[src/rtl/display_scan_ctrl.sv]
// display_scan_ctrl: time-multiplexed scan controller for a four-digit
// seven-segment display. It steps the digit select at a fixed refresh rate,
// loads new digit values only at frame boundaries (tear-free), and blinks
// selected digits. It also blanks a leading zero and invalid BCD values.
//
// Ports:
//   clk, rst_n   clock, asynchronous active-low reset
//   digits_in    staged digits, [15:12] = sel 0 (leftmost) .. [3:0] = sel 3
//   load         one-cycle strobe capturing digits_in into the pending register
//   blink_mask   bit i set = digit at sel i blinks
//   colon_en     enable the dot at sel 1 (follows the blink phase)
//   lz_en        blank digit sel 0 when its value is 0
//   busy         pending value not yet committed
//   sel          digit select to the decoder
//   bcd          BCD nibble to the decoder
//   dot_req      dot request to the decoder
//   blank        current digit dark
module display_scan_ctrl #(
  parameter int unsigned REFRESH_DIV = 100000,
  parameter int unsigned BLINK_TICKS = 250,
  parameter int unsigned CNT_W       = 17
) (
  input  logic        clk,
  input  logic        rst_n,
  input  logic [15:0] digits_in,
  input  logic        load,
  input  logic [3:0]  blink_mask,
  input  logic        colon_en,
  input  logic        lz_en,
  output logic        busy,
  output logic [1:0]  sel,
  output logic [3:0]  bcd,
  output logic        dot_req,
  output logic        blank
);

  localparam int unsigned BLINK_W = $clog2(BLINK_TICKS + 1);

  logic [CNT_W-1:0]   cnt_q, cnt_d;
  logic [BLINK_W-1:0] blink_cnt_q, blink_cnt_d;
  logic               blink_phase_q, blink_phase_d;
  logic [15:0]        committed_q, committed_d;
  logic [15:0]        pending_q, pending_d;
  logic               busy_q, busy_d;
  logic [1:0]         sel_q, sel_d;
  logic [3:0]         bcd_q, bcd_d;
  logic               dot_q, dot_d;
  logic               blank_q, blank_d;

  logic               tick_c;
  logic               frame_c;
  logic [3:0]         val_c;

  // State registers
  always_ff @(posedge clk or negedge rst_n) begin
    if (!rst_n) begin
      cnt_q         <= '0;
      blink_cnt_q   <= '0;
      blink_phase_q <= 1'b1;
      committed_q   <= '0;
      pending_q     <= '0;
      busy_q        <= 1'b0;
      sel_q         <= '0;
      bcd_q         <= '0;
      dot_q         <= 1'b0;
      blank_q       <= 1'b0;
    end else begin
      cnt_q         <= cnt_d;
      blink_cnt_q   <= blink_cnt_d;
      blink_phase_q <= blink_phase_d;
      committed_q   <= committed_d;
      pending_q     <= pending_d;
      busy_q        <= busy_d;
      sel_q         <= sel_d;
      bcd_q         <= bcd_d;
      dot_q         <= dot_d;
      blank_q       <= blank_d;
    end
  end

  // Next-state: prescaler, scan, load handshake, blink and slot outputs
  always_comb begin
    cnt_d         = cnt_q;
    blink_cnt_d   = blink_cnt_q;
    blink_phase_d = blink_phase_q;
    committed_d   = committed_q;
    pending_d     = pending_q;
    busy_d        = busy_q;
    sel_d         = sel_q;
    bcd_d         = bcd_q;
    dot_d         = dot_q;
    blank_d       = blank_q;
    val_c         = '0;

    tick_c  = (cnt_q == CNT_W'(REFRESH_DIV - 1));
    frame_c = tick_c && (sel_q == 2'd3);

    cnt_d = tick_c ? '0 : cnt_q + CNT_W'(1);

    if (load) begin
      pending_d = digits_in;
      busy_d    = 1'b1;
    end

    // A load on the boundary edge bypasses pending and commits directly
    if (frame_c) begin
      if (load) begin
        committed_d = digits_in;
        busy_d      = 1'b0;
      end else if (busy_q) begin
        committed_d = pending_q;
        busy_d      = 1'b0;
      end
    end

    if (tick_c) begin
      sel_d = sel_q + 2'd1;
      if (blink_cnt_q == BLINK_W'(BLINK_TICKS - 1)) begin
        blink_cnt_d   = '0;
        blink_phase_d = ~blink_phase_q;
      end else begin
        blink_cnt_d = blink_cnt_q + BLINK_W'(1);
      end
    end

    // Slot outputs reflect the new sel and the post-commit state
    case (sel_d)
      2'd0:    val_c = committed_d[15:12];
      2'd1:    val_c = committed_d[11:8];
      2'd2:    val_c = committed_d[7:4];
      default: val_c = committed_d[3:0];
    endcase

    if (tick_c) begin
      bcd_d   = val_c;
      blank_d = (blink_mask[sel_d] & ~blink_phase_d)
              | ((sel_d == 2'd0) & lz_en & (val_c == 4'd0))
              | (val_c > 4'd9);
      dot_d   = colon_en & blink_phase_d & (sel_d == 2'd1);
    end
  end

  assign busy    = busy_q;
  assign sel     = sel_q;
  assign bcd     = bcd_q;
  assign dot_req = dot_q;
  assign blank   = blank_q;

endmodule

[config.mk]
export PLATFORM = sky130hd
export DESIGN_NAME = display_scan_ctrl
export DESIGN_NICKNAME = d
export VERILOG_FILES = /design/src/rtl/display_scan_ctrl.sv
export SDC_FILE = /design/constraint.sdc
export NUM_CORES = 1
export LEC_CHECK = 0
export BUFFER_PORTS_ARGS = -buffer_cell sky130_fd_sc_hd__buf_2
export CELL_PAD_IN_SITES_DETAIL_PLACEMENT = 1
export CELL_PAD_IN_SITES_GLOBAL_PLACEMENT = 1
export CORE_MARGIN = 3
export CORE_UTILIZATION = 47
export DETAILED_ROUTE_END_ITERATION = 12
export GPL_TIMING_DRIVEN = 0
export HOLD_SLACK_MARGIN = 0.08
export PLACE_DENSITY_LB_ADDON = 0.1
export SYNTH_ARGS = -nofsm -noshare
export SYNTH_HDL_FRONTEND = slang
export SYNTH_SLANG_ARGS = --single-unit
[constraint.sdc]
create_clock -name clk -period 3.9 [get_ports clk]
set_input_delay 0.585 -clock clk [delete_from_list [all_inputs] [get_ports clk]]
set_output_delay 0.585 -clock clk [all_outputs]
set_load 0.02 [all_outputs]
==> results of run 1 <==
==> cell usage in the layout, fill, tap and decap left out, types with 5 or more instances in the layout <==
| master | n |
|---|---|
| nor2_1 | 22 |
| xnor2_1 | 10 |
| nor3_1 | 7 |
| buf_2 | 32 |
| inv_1 | 6 |
| nand3_1 | 18 |
| xor2_1 | 8 |
| nand4_1 | 5 |
| nand2_1 | 26 |
| a21oi_1 | 12 |
| dfrtp_1 | 66 |
| mux2_2 | 22 |
| clkbuf_1 | 5 |
| o21ai_0 | 17 |
| clkbuf_8 | 10 |
==> metal layers <==
metal	vias to the layer above	share of wire [%]
met5	-	0
met4	0	2.1
met3	12	5.0
met2	47	47
met1	1196	46
li1	1102	-
==> flip-flops by register name, indices dropped and copies added, names as in the netlist <==
signal         count
busy               1
sel                2
blank              1
pending_q         16
blink_cnt_q        8
blink_phase_q      1
cnt_q             17
committed_q       16
bcd                4
dot_req            1
==> per-stage QoR <==
stage / hold WS, ns / total power (uW) / area [sq um]
2_1_floorplan: 0.289 / 753 / 3200
3_3_place_gp: 0.463 / 786 / 3460
3_5_place_dp: 0.473 / 789 / 3460
4_1_cts: 0.357 / 1490 / 3700
5_1_grt: 0.407 / 1530 / 3700
6_report: 0.344 / 1470 / 3700
==> layout make-up <==
type                    instances  area share (%)
flip-flops and latches         67            45.3
multi-input cells             200            38.2
repair buffers                 33            4.53
clock buffers                  10            3.44
clock inverters                 6            3.07
well taps                      77            2.60
plain buffers                   8            2.06
inverters                       7           0.777
==> worst max path at each step <==
stage / slack [ns] / start / to
floorplan: 1.01 / cnt_q[11] / blank
global placement: 0.35 / cnt_q[11] / blank
detailed placement: 0.37 / cnt_q[11] / blank
CTS: 0.29 / cnt_q[8] / blank
global route: 0.11 / cnt_q[11] / blank
finish: 0.34 / cnt_q[8] / blank
==> power by group <==
group | internal, uW | total [uW] | switching [uW]
sequential | 710 | 715 | 4.12
clock | 426 | 696 | 270
combinational | 25.1 | 58.4 | 33.3
==> kinds of logic (layout without fill, tap and decap cells) <==
kind of cell             Yosys count  in the layout
multiplexers                      28             28
adder cells (fa/ha/maj)            4              4
flip-flops                        67             67
buffers and inverters             15             64
XOR/XNOR                          19             19
AND/OR/NAND/NOR                  105            105
AO/OA/AOI/OAI                     44             44
==> worst max-delay path: stages (launching register included) <==
cell      delay [ns]
dfrtp_1         0.43
or4b_4          0.57
nor4_4          0.52
mux2i_2         0.65
inv_4           0.16
mux2i_1         0.24
a21oi_1         0.06
o311ai_0        0.63
o211ai_2        0.15
==> metrics.md, run 1 <==
| Metric | Value |
|---|---|
| Core area | `6460 sq um` |
| Fin worst setup slack | `0.339 ns` |
| DP Worst Slack | `0.367 ns` |
| Via count | `2357` |
| Setup_tns | `0 ns` |
| Initial DRC Count | `63` |
| Longest Clk Path Bufs | `2` |
| Vias in the first global route | `2497` |
| IO Port Bufs | `33` |
| Drt drc | `0` |
| Adder-cell share of the synthesized area | `1.56%` |
| Inserted Clock Buffers | `9` |
| Main combinational cell family by area after synthesis | `simple AND/OR/NAND/NOR gates` |
| Sequential share of the synthesized area | `52.4%` |
| Die Ht | `88.5 um` |
| Largest net degree at the start of global routing | `68` |
| Hold Crit Class | `input pin to asynchronous set/reset pin` |
| Die Span X | `88.5 um` |
| Share of the synthesized area in the top cell type | `51.6%` |
| Worst R2R Start | `cnt_q[8]` |
| Layout cells sized above 1 | `26.0%` |
| Power Density | `397 nW/um^2` |
| Htree depth | `3` |
| Layout Utilization | `57.4%` |
| Synth Flop Type | `dfrtp_1` |
| Maximum VDD drop | `200 uV` |
| Multiplexer share of the synthesized area | `10.5%` |
| Post-CTS Repair Setup Buffers | `0` |
| Antenna violations before repair | `0` |
| Critical path type | `flop to flop` |
| Status | `completed` |
| Synth Area in Simple Gates | `18.3%` |
| Fillers | `708` |
| Post-Syn Area | `3200 sq um` |
| Top cells by area, synth | `dfrtp_1 (52%), mux2_2 (7.7%), nand2_1 (3.1%), nand3_1 (2.8%), xnor2_1 (2.7%)` |
| RSZ-0062 raised after global routing | `no` |
| GP Congestion | `0.772` |
| Routing usage on met2 | `32.2%` |
| Worst r2r dst | `blank` |
| CTS tree | `yes` |
| Grt met1 use | `29.0%` |
| Lkg Pwr | `0.00166 uW` |
| Row cnt | `29` |
| Final Non-Filler Cells | `408` |
| Crit-path max FO | `9` |
| Nets | `355` |
| Most common cell in the synthesized netlist | `dfrtp_1` |
| Synthesized net count | `311` |
| Global route overflow | `0` |
| Vias/cell | `5.78` |
| Final ANT Viol Nets | `0` |
| Final worst path period need | `3.56 ns` |
| Post-synthesis xor/xnor area fraction | `5.44%` |
| Final setup skew | `0.0102 ns` |
| Initial DRT Pass Iterations | `4` |
| Busiest grt layer | `met2` |
| Area grow syn2layout | `15.8%` |
| Post-synthesis async set-or-reset flop share | `100%` |
| Final worst-path cycle share | `91.3%` |
| Clock-pin slew on the worst setup and hold paths | `0.08 ns` |
| Worst endpoint data arrival time | `3.77 ns` |
| Hold buffer count at CTS | `0` |
| Number of hold violations in the final report | `0` |
| DRT Wirelength | `7250 um` |
| Max Freq | `281 MHz` |
| Final Max Tran Viols | `0` |
| Die area | `7830 sq um` |
| Warnings, synthesis | `0` |
| R2R depth | `8` |
| First-pass GRT wire length | `12400 um` |
| Yosys top cell by area | `dfrtp_1` |
| Worst Setup Start Kind | `flop` |
| Worst EP required | `4.11 ns` |
| Post-synth EDFFs | `0` |
| DPL Wire Length | `5100 um` |
| ANT cells | `0` |
| Setup Viol. Count Final | `0` |
| Placed Instances | `392` |
| CP Capture Type | `flop` |
| Starting density of the core | `49.5%` |
| Register Area | `1680 sq um` |
| CTS resizes | `0` |
| Io pins | `34` |
| Post-Syn Instances | `282` |
| Mean Syn Cell Area | `11.3 sq um` |
| Flop-to-flop setup slack | `0.34 ns` |
| Commonest cells in the netlist | `dfrtp_1 (66), nand2_1 (26), mux2_2 (22), nor2_1 (22), nand3_1 (18)` |
| Slew @ Worst Pin | `0.829 ns` |
| Met3 Usage GRT | `4.66%` |
| # clock sinks | `67` |
| Synth Area in Compound Gates | `8.41%` |
| Routed wire per std cell | `17.8 um` |
| Post-synthesis cell type count | `50` |
| Clk_lat worst skew | `0.35 ns` |
| GRT Overall Usage | `20.9%` |
| Clock root buffer | `clkbuf_8` |
| Multi-input gate area | `1420 sq um` |
| Max-Cap Viols | `0` |
| Max_slew headroom | `44.7%` |
| FF+latch count, synth | `67` |
(Power assumes the default switching activity.)
==> run 2, diff against run 1 <==
- CORE_ASPECT_RATIO: not set -> 1.4
- PLACE_DENSITY_LB_ADDON: 0.1 -> 0.12
==> metrics.md, run 2 (same netlist as run 1, synthesis figures left out) <==
| Metric | Value |
|---|---|
| Setup_tns | `0 ns (unchanged)` |
| RSZ-0062 raised after global routing | `no (unchanged)` |
| Post-CTS Repair Setup Buffers | `0 (unchanged)` |
| ANT cells | `0 (unchanged)` |
| Slew @ Worst Pin | `0.839 ns (was 0.829 ns)` |
| Worst Setup Start Kind | `flop (unchanged)` |
| Top reg by flops | `cnt_q (unchanged)` |
| Antenna violations before repair | `0 (unchanged)` |
| Register Area | `1680 sq um (unchanged)` |
| Die Ht | `104 um (was 88.5 um)` |
| Crit-path max FO | `9 (unchanged)` |
| Io pins | `34 (unchanged)` |
| Routing usage on met2 | `31.0% (was 32.2%)` |
| Global route overflow | `0 (unchanged)` |
| Clock root buffer | `clkbuf_8 (unchanged)` |
| GP Congestion | `0.777 (was 0.772)` |
| Vias in the first global route | `2433 (was 2497)` |
| Grt met1 use | `27.7% (was 29.0%)` |
| GRT Overall Usage | `20.5% (was 20.9%)` |
| # clock sinks | `67 (unchanged)` |
| Final worst path period need | `3.50 ns (was 3.56 ns)` |
| Worst EP required | `4.12 ns (was 4.11 ns)` |
| Largest net degree at the start of global routing | `68 (unchanged)` |
| Hold Crit Class | `input pin to asynchronous set/reset pin (unchanged)` |
| Final Max Tran Viols | `0 (unchanged)` |
| Initial DRC Count | `58 (was 63)` |
| Worst R2R Start | `cnt_q[11] (was cnt_q[8])` |
| Status | `completed (unchanged)` |
| Final Non-Filler Cells | `421 (was 408)` |
| Nets | `355 (unchanged)` |
| Clk_lat worst skew | `0.35 ns (about the same)` |
| Max_slew headroom | `44.0% (was 44.7%)` |
| Maximum VDD drop | `236 uV (was 200 uV)` |
| Drt drc | `0 (unchanged)` |
| Die Span X | `75.7 um (was 88.5 um)` |
| Multi-input gate area | `1420 sq um (unchanged)` |
| Row cnt | `34 (was 29)` |
| Max Freq | `286 MHz (was 281 MHz)` |
| Largest regs | `cnt_q: 17 flops, committed_q: 16 flops, pending_q: 16 flops (unchanged)` |
| Routed wire per std cell | `17.4 um (was 17.8 um)` |
| Critical path type | `flop to flop (unchanged)` |
| DRT Wirelength | `7330 um (was 7250 um)` |
| Final ANT Viol Nets | `0 (unchanged)` |
| Final worst-path cycle share | `89.7% (was 91.3%)` |
| Htree depth | `3 (unchanged)` |
| Max reg flops | `17 (unchanged)` |
| CTS tree | `yes (unchanged)` |
| Worst endpoint data arrival time | `3.71 ns (was 3.77 ns)` |
| IO Port Bufs | `33 (unchanged)` |
| Busiest grt layer | `met2 (unchanged)` |
| Worst stage delay on the critical path | `0.65 ns (about the same)` |
| Met3 Usage GRT | `3.97% (was 4.66%)` |
| Fillers | `686 (was 708)` |
| Max-Cap Viols | `0 (unchanged)` |
| Core area | `6420 sq um (was 6460 sq um)` |
| Initial DRT Pass Iterations | `4 (unchanged)` |
| Placed Instances | `405 (was 392)` |
| Crit path from | `cnt_q[11] (was cnt_q[8])` |
| First-pass GRT wire length | `12000 um (was 12400 um)` |
| Power Density | `371 nW/um^2 (was 397 nW/um^2)` |
| Longest Clk Path Bufs | `2 (unchanged)` |
| Commonest non-fill, non-tap cell in the layout | `dfrtp_1 (unchanged)` |
| DPL Wire Length | `5240 um (was 5100 um)` |
| Via count | `2317 (was 2357)` |
| Setup Viol. Count Final | `0 (unchanged)` |
| Buffers & Inverters on Critical Path | `1 (unchanged)` |
| Clock-pin slew on the worst setup and hold paths | `0.08 ns (about the same)` |
| Crit path max-delay family | `simple AND/OR/NAND/NOR gates (unchanged)` |
| Die area | `7850 sq um (was 7830 sq um)` |
| Inserted Clock Buffers | `9 (unchanged)` |
| Number of hold violations in the final report | `0 (unchanged)` |
| Area grow syn2layout | `15.0% (was 15.8%)` |
| Critical-path cell list | `or4b_4, nor4_4, mux2i_2, inv_4, mux2i_1, a21oi_1, o311ai_1, o211ai_2 (was or4b_4, nor4_4, mux2i_2, inv_4, mux2i_1, a21oi_1, o311ai_0, o211ai_2)` |
| Lkg Pwr | `0.00165 uW (was 0.00166 uW)` |
| CP Capture Type | `flop (unchanged)` |
| Starting density of the core | `49.8% (was 49.5%)` |
| Layout cells sized above 1 | `26.3% (was 26.0%)` |
| Design Area, Final | `3680 sq um (was 3700 sq um)` |
| Most frequent cells in the layout | `dfrtp_1 (66), buf_2 (32), nand2_1 (26) (unchanged)` |
| Final setup skew | `0.0111 ns (was 0.0102 ns)` |
| Placed cell areas | `3480 sq um (was 3460 sq um)` |
| Crit-path slowest cell | `mux2i_2 (unchanged)` |
| Vias/cell | `5.50 (was 5.78)` |
run 2: cell count changes in the layout (fill, tap and decap cells not counted), sizes merged:
cell and delta:
bufinv -2, clkinv +1, inv +2, clkbuf -1
run 2: final timing paths:
check                           endpoint  slack (ns)  cells after the start
setup reg to reg                   blank        0.40                      8
max in group asynchronous      cnt_q[14]        3.02                      1
min in group clk           pending_q[10]        0.45                      3
setup / recovery                   blank        0.40                      8
hold reg to reg                 cnt_q[0]        0.49                      1
hold / removal             pending_q[13]        0.34                      1
run 2: per-layer routing:
layer	vias to the layer above	share of wire [%]
li1	1103	-
met1	1168	46
met2	33	50
met3	13	2.1
met4	0	2.3
met5	-	0
run 2: layout make-up:
| cell class | instances | area share (%) |
|---|---|---|
| Clock inverter | 7 | 2.07 |
| Inverter | 7 | 0.782 |
| Sequential cell | 67 | 45.6 |
| Clock buffer | 9 | 3.37 |
| Timing Repair Buffer | 33 | 4.56 |
| Tap cell | 90 | 3.06 |
| Buffer | 8 | 2.07 |
| Multi-Input combinational cell | 200 | 38.5 |
run 2: where the power goes:
| part | switching (uW) | leakage [uW] | total [uW] | internal (uW) |
|---|---|---|---|---|
| combinational | 33.7 | 0.000711 | 58.9 | 25.1 |
| sequential | 4.17 | 0.000841 | 714 | 710 |
| clock | 292 | 0.0000962 | 591 | 299 |
| total | 329 | 0.00165 | 1360 | 1030 |
run 2: metrics by stage:
stage	setup WS (ns)	power, uW	utilization (%)	hold WS, ns
final	0.404	1360	57.3	0.336
after global routing	0.141	1420	57.3	0.389
after CTS	0.201	1380	57.3	0.365
after detailed placement	0.203	790	54.2	0.482
after global placement	0.262	786	54.1	0.472
after floorplan	1.01	753	-	0.289
run 2: timing repair:
action                                  4_1_cts  5_1_grt
endpoints found under the setup margin        0        2
gates resized for setup                       0        1
hold buffers                                  0        0
==> run 3, diff against run 2 <==
- CORE_UTILIZATION: 47 -> 40
- REMOVE_ABC_BUFFERS: not set -> 1
==> metrics.md, run 3 (same netlist as run 1, synthesis figures left out) <==
| Metric | Value |
|---|---|
| Fin worst setup slack | `0.254 ns (was 0.404 ns)` |
| Htree depth | `3 (unchanged)` |
| ANT cells | `0 (unchanged)` |
| RSZ-0062 raised after global routing | `no (unchanged)` |
| Final worst path period need | `3.65 ns (was 3.50 ns)` |
| Worst endpoint data arrival time | `3.85 ns (was 3.71 ns)` |
| Area grow syn2layout | `13.5% (was 15.0%)` |
| # clock sinks | `67 (unchanged)` |
| IO Port Bufs | `33 (unchanged)` |
| CTS tree | `yes (unchanged)` |
| Row cnt | `38 (was 34)` |
| Max_slew headroom | `27.5% (was 44.0%)` |
| Inserted Clock Buffers | `9 (unchanged)` |
| Most frequent cells in the layout | `dfrtp_1 (66), buf_2 (32), nand2_1 (26) (unchanged)` |
| Hold buffer count at CTS | `0 (unchanged)` |
| Max reg flops | `17 (unchanged)` |
| Post-CTS Repair Setup Buffers | `0 (unchanged)` |
| Placed cell areas | `3420 sq um (was 3480 sq um)` |
| Top Metal Used | `met4 (unchanged)` |
| Combinational Power Share | `4.2% (was 4.3%)` |
| Sequential share of power | `51.8% (was 52.4%)` |
| Via count | `2284 (was 2317)` |
| Power Density | `381 nW/um^2 (was 371 nW/um^2)` |
| Critical path type | `flop to flop (unchanged)` |
| First-pass GRT wire length | `12500 um (was 12000 um)` |
| DPL Wire Length | `5210 um (was 5240 um)` |
| Clock root buffer | `clkbuf_8 (unchanged)` |
| Vias/cell | `5.40 (was 5.50)` |
| Setup Viol. Count Final | `0 (unchanged)` |
| Max Freq | `274 MHz (was 286 MHz)` |
| GRT Overall Usage | `18.3% (was 20.5%)` |
| Worst R2R Start | `cnt_q[11] (unchanged)` |
| Setup_tns | `0 ns (unchanged)` |
| Layout Utilization | `46.8% (was 57.3%)` |
| Clk_lat worst skew | `0.34 ns (was 0.35 ns)` |
| Global route overflow | `0 (unchanged)` |
| Status | `completed (unchanged)` |
| Longest Clk Path Bufs | `2 (unchanged)` |
| Sw Ratio | `21.6% (was 24.1%)` |
| Commonest non-fill, non-tap cell in the layout | `dfrtp_1 (unchanged)` |
| Die Ht | `112 um (was 104 um)` |
| Routed wire per std cell | `17.7 um (was 17.4 um)` |
| Layout cells sized above 1 | `25.7% (was 26.3%)` |
| DRT Wirelength | `7480 um (was 7330 um)` |
| DP Worst Slack | `0.230 ns (was 0.203 ns)` |
| Worst r2r dst | `blank (unchanged)` |
| Number of hold violations in the final report | `0 (unchanged)` |
| GP Congestion | `0.766 (was 0.777)` |
| Worst Setup Start Kind | `flop (unchanged)` |
| Flop-to-flop setup slack | `0.25 ns (was 0.40 ns)` |
| Final setup skew | `0.00839 ns (was 0.0111 ns)` |
| Io pins | `34 (unchanged)` |
| Final ANT Viol Nets | `0 (unchanged)` |
| Pint | `1080 uW (was 1030 uW)` |
| Final Max Tran Viols | `0 (unchanged)` |
| M1 WL | `3150 um (was 3360 um)` |
| Nets | `347 (was 355)` |
| Crit-path max FO | `9 (unchanged)` |
| Max-Cap Viols | `0 (unchanged)` |
| Largest net degree at the start of global routing | `68 (unchanged)` |
| Final worst-path cycle share | `93.5% (was 89.7%)` |
| DR WL met2 | `3900 um (was 3640 um)` |
| Design Area, Final | `3630 sq um (was 3680 sq um)` |
| Starting density of the core | `41.3% (was 49.8%)` |
| R2R depth | `8 (unchanged)` |
| Switching Power | `299 uW (was 329 uW)` |
| Maximum VDD drop | `173 uV (was 236 uV)` |
| Hold Crit Class | `input pin to asynchronous set/reset pin (unchanged)` |
| Antenna violations before repair | `0 (unchanged)` |
| Initial DRC Count | `92 (was 58)` |
| Slew @ Worst Pin | `1.08 ns (was 0.839 ns)` |
| Die area | `9120 sq um (was 7850 sq um)` |
| Die Span X | `81.6 um (was 75.7 um)` |
| Top reg by flops | `cnt_q (unchanged)` |
| Largest regs | `cnt_q: 17 flops, committed_q: 16 flops, pending_q: 16 flops (unchanged)` |
| Vias in the first global route | `2505 (was 2433)` |
| Core area | `7750 sq um (was 6420 sq um)` |
| Met3 wire len | `288 um (was 157 um)` |
| Drt drc | `0 (unchanged)` |
| Clock share of power | `44.0% (was 43.3%)` |
| Worst EP required | `4.10 ns (was 4.12 ns)` |
| CP Capture Type | `flop (unchanged)` |
| Lkg Pwr | `0.00162 uW (was 0.00165 uW)` |
| Clock-pin slew on the worst setup and hold paths | `0.07 ns (was 0.08 ns)` |
| Initial DRT Pass Iterations | `4 (unchanged)` |
| CTS resizes | `0 (unchanged)` |
-- run 3: cell types whose count changed in the layout (fill, tap and decap cells not counted), sizes merged --
cell,delta
buf,-2
bufbuf,-1
clkbuf,-1
clkinv,-2
inv,-2
-- run 3: worst max-delay path, stage by stage, from the launching register on --
cell and delay [ns]:
dfrtp_1 0.45, or4b_4 0.57, nor4_4 0.55, mux2i_2 0.63, inv_4 0.16, mux2i_1 0.18
a21oi_1 0.05, o311ai_0 0.76, o211ai_2 0.15
-- run 3: final cells by class --
| type | instances | area [sq um] |
|---|---|---|
| clock inverter | 3 | 45.0 |
| tap | 100 | 125 |
| sequential | 67 | 1680 |
| timing repair buffer | 33 | 168 |
| clock buffer | 13 | 169 |
| inverter | 7 | 28.8 |
| fill | 859 | 4120 |
| multi-input combinational | 200 | 1420 |
-- run 3: worst max path at each step --
stage               startpoint    end  slack, ns
finish               cnt_q[11]  blank       0.25
global route         cnt_q[11]  blank       0.02
CTS                  cnt_q[11]  blank       0.21
detailed placement   cnt_q[11]  blank       0.23
global placement     cnt_q[11]  blank       0.27
floorplan            cnt_q[11]  blank       1.01
-- run 3: power by group through the flow --
stage                     clock [uW]  sequential [uW]  combinational [uW]
final                            609              716                58.5
after global routing             664              717                66.8
after floorplan                    0              727                23.8
after detailed placement           0              729                60.4
after CTS                        631              716                61.1
after global placement             0              727                58.7
-- run 3: per-stage QoR --
step | total power [uW] | cells | hold WS (ns)
global route | 1450 | 423 | 0.420
global placement | 786 | 407 | 0.448
CTS | 1410 | 423 | 0.377
floorplan | 751 | 274 | 0.289
detailed placement | 789 | 407 | 0.460
finish | 1380 | 423 | 0.350
-- run 3: routing by layer --
| layer | track usage (%) | up-vias |
|---|---|---|
| met5 | 0 | - |
| met4 | 7.21 | 0 |
| met3 | 4.45 | 13 |
| met2 | 30.5 | 35 |
| met1 | 22.5 | 1152 |
| li1 | - | 1084 |
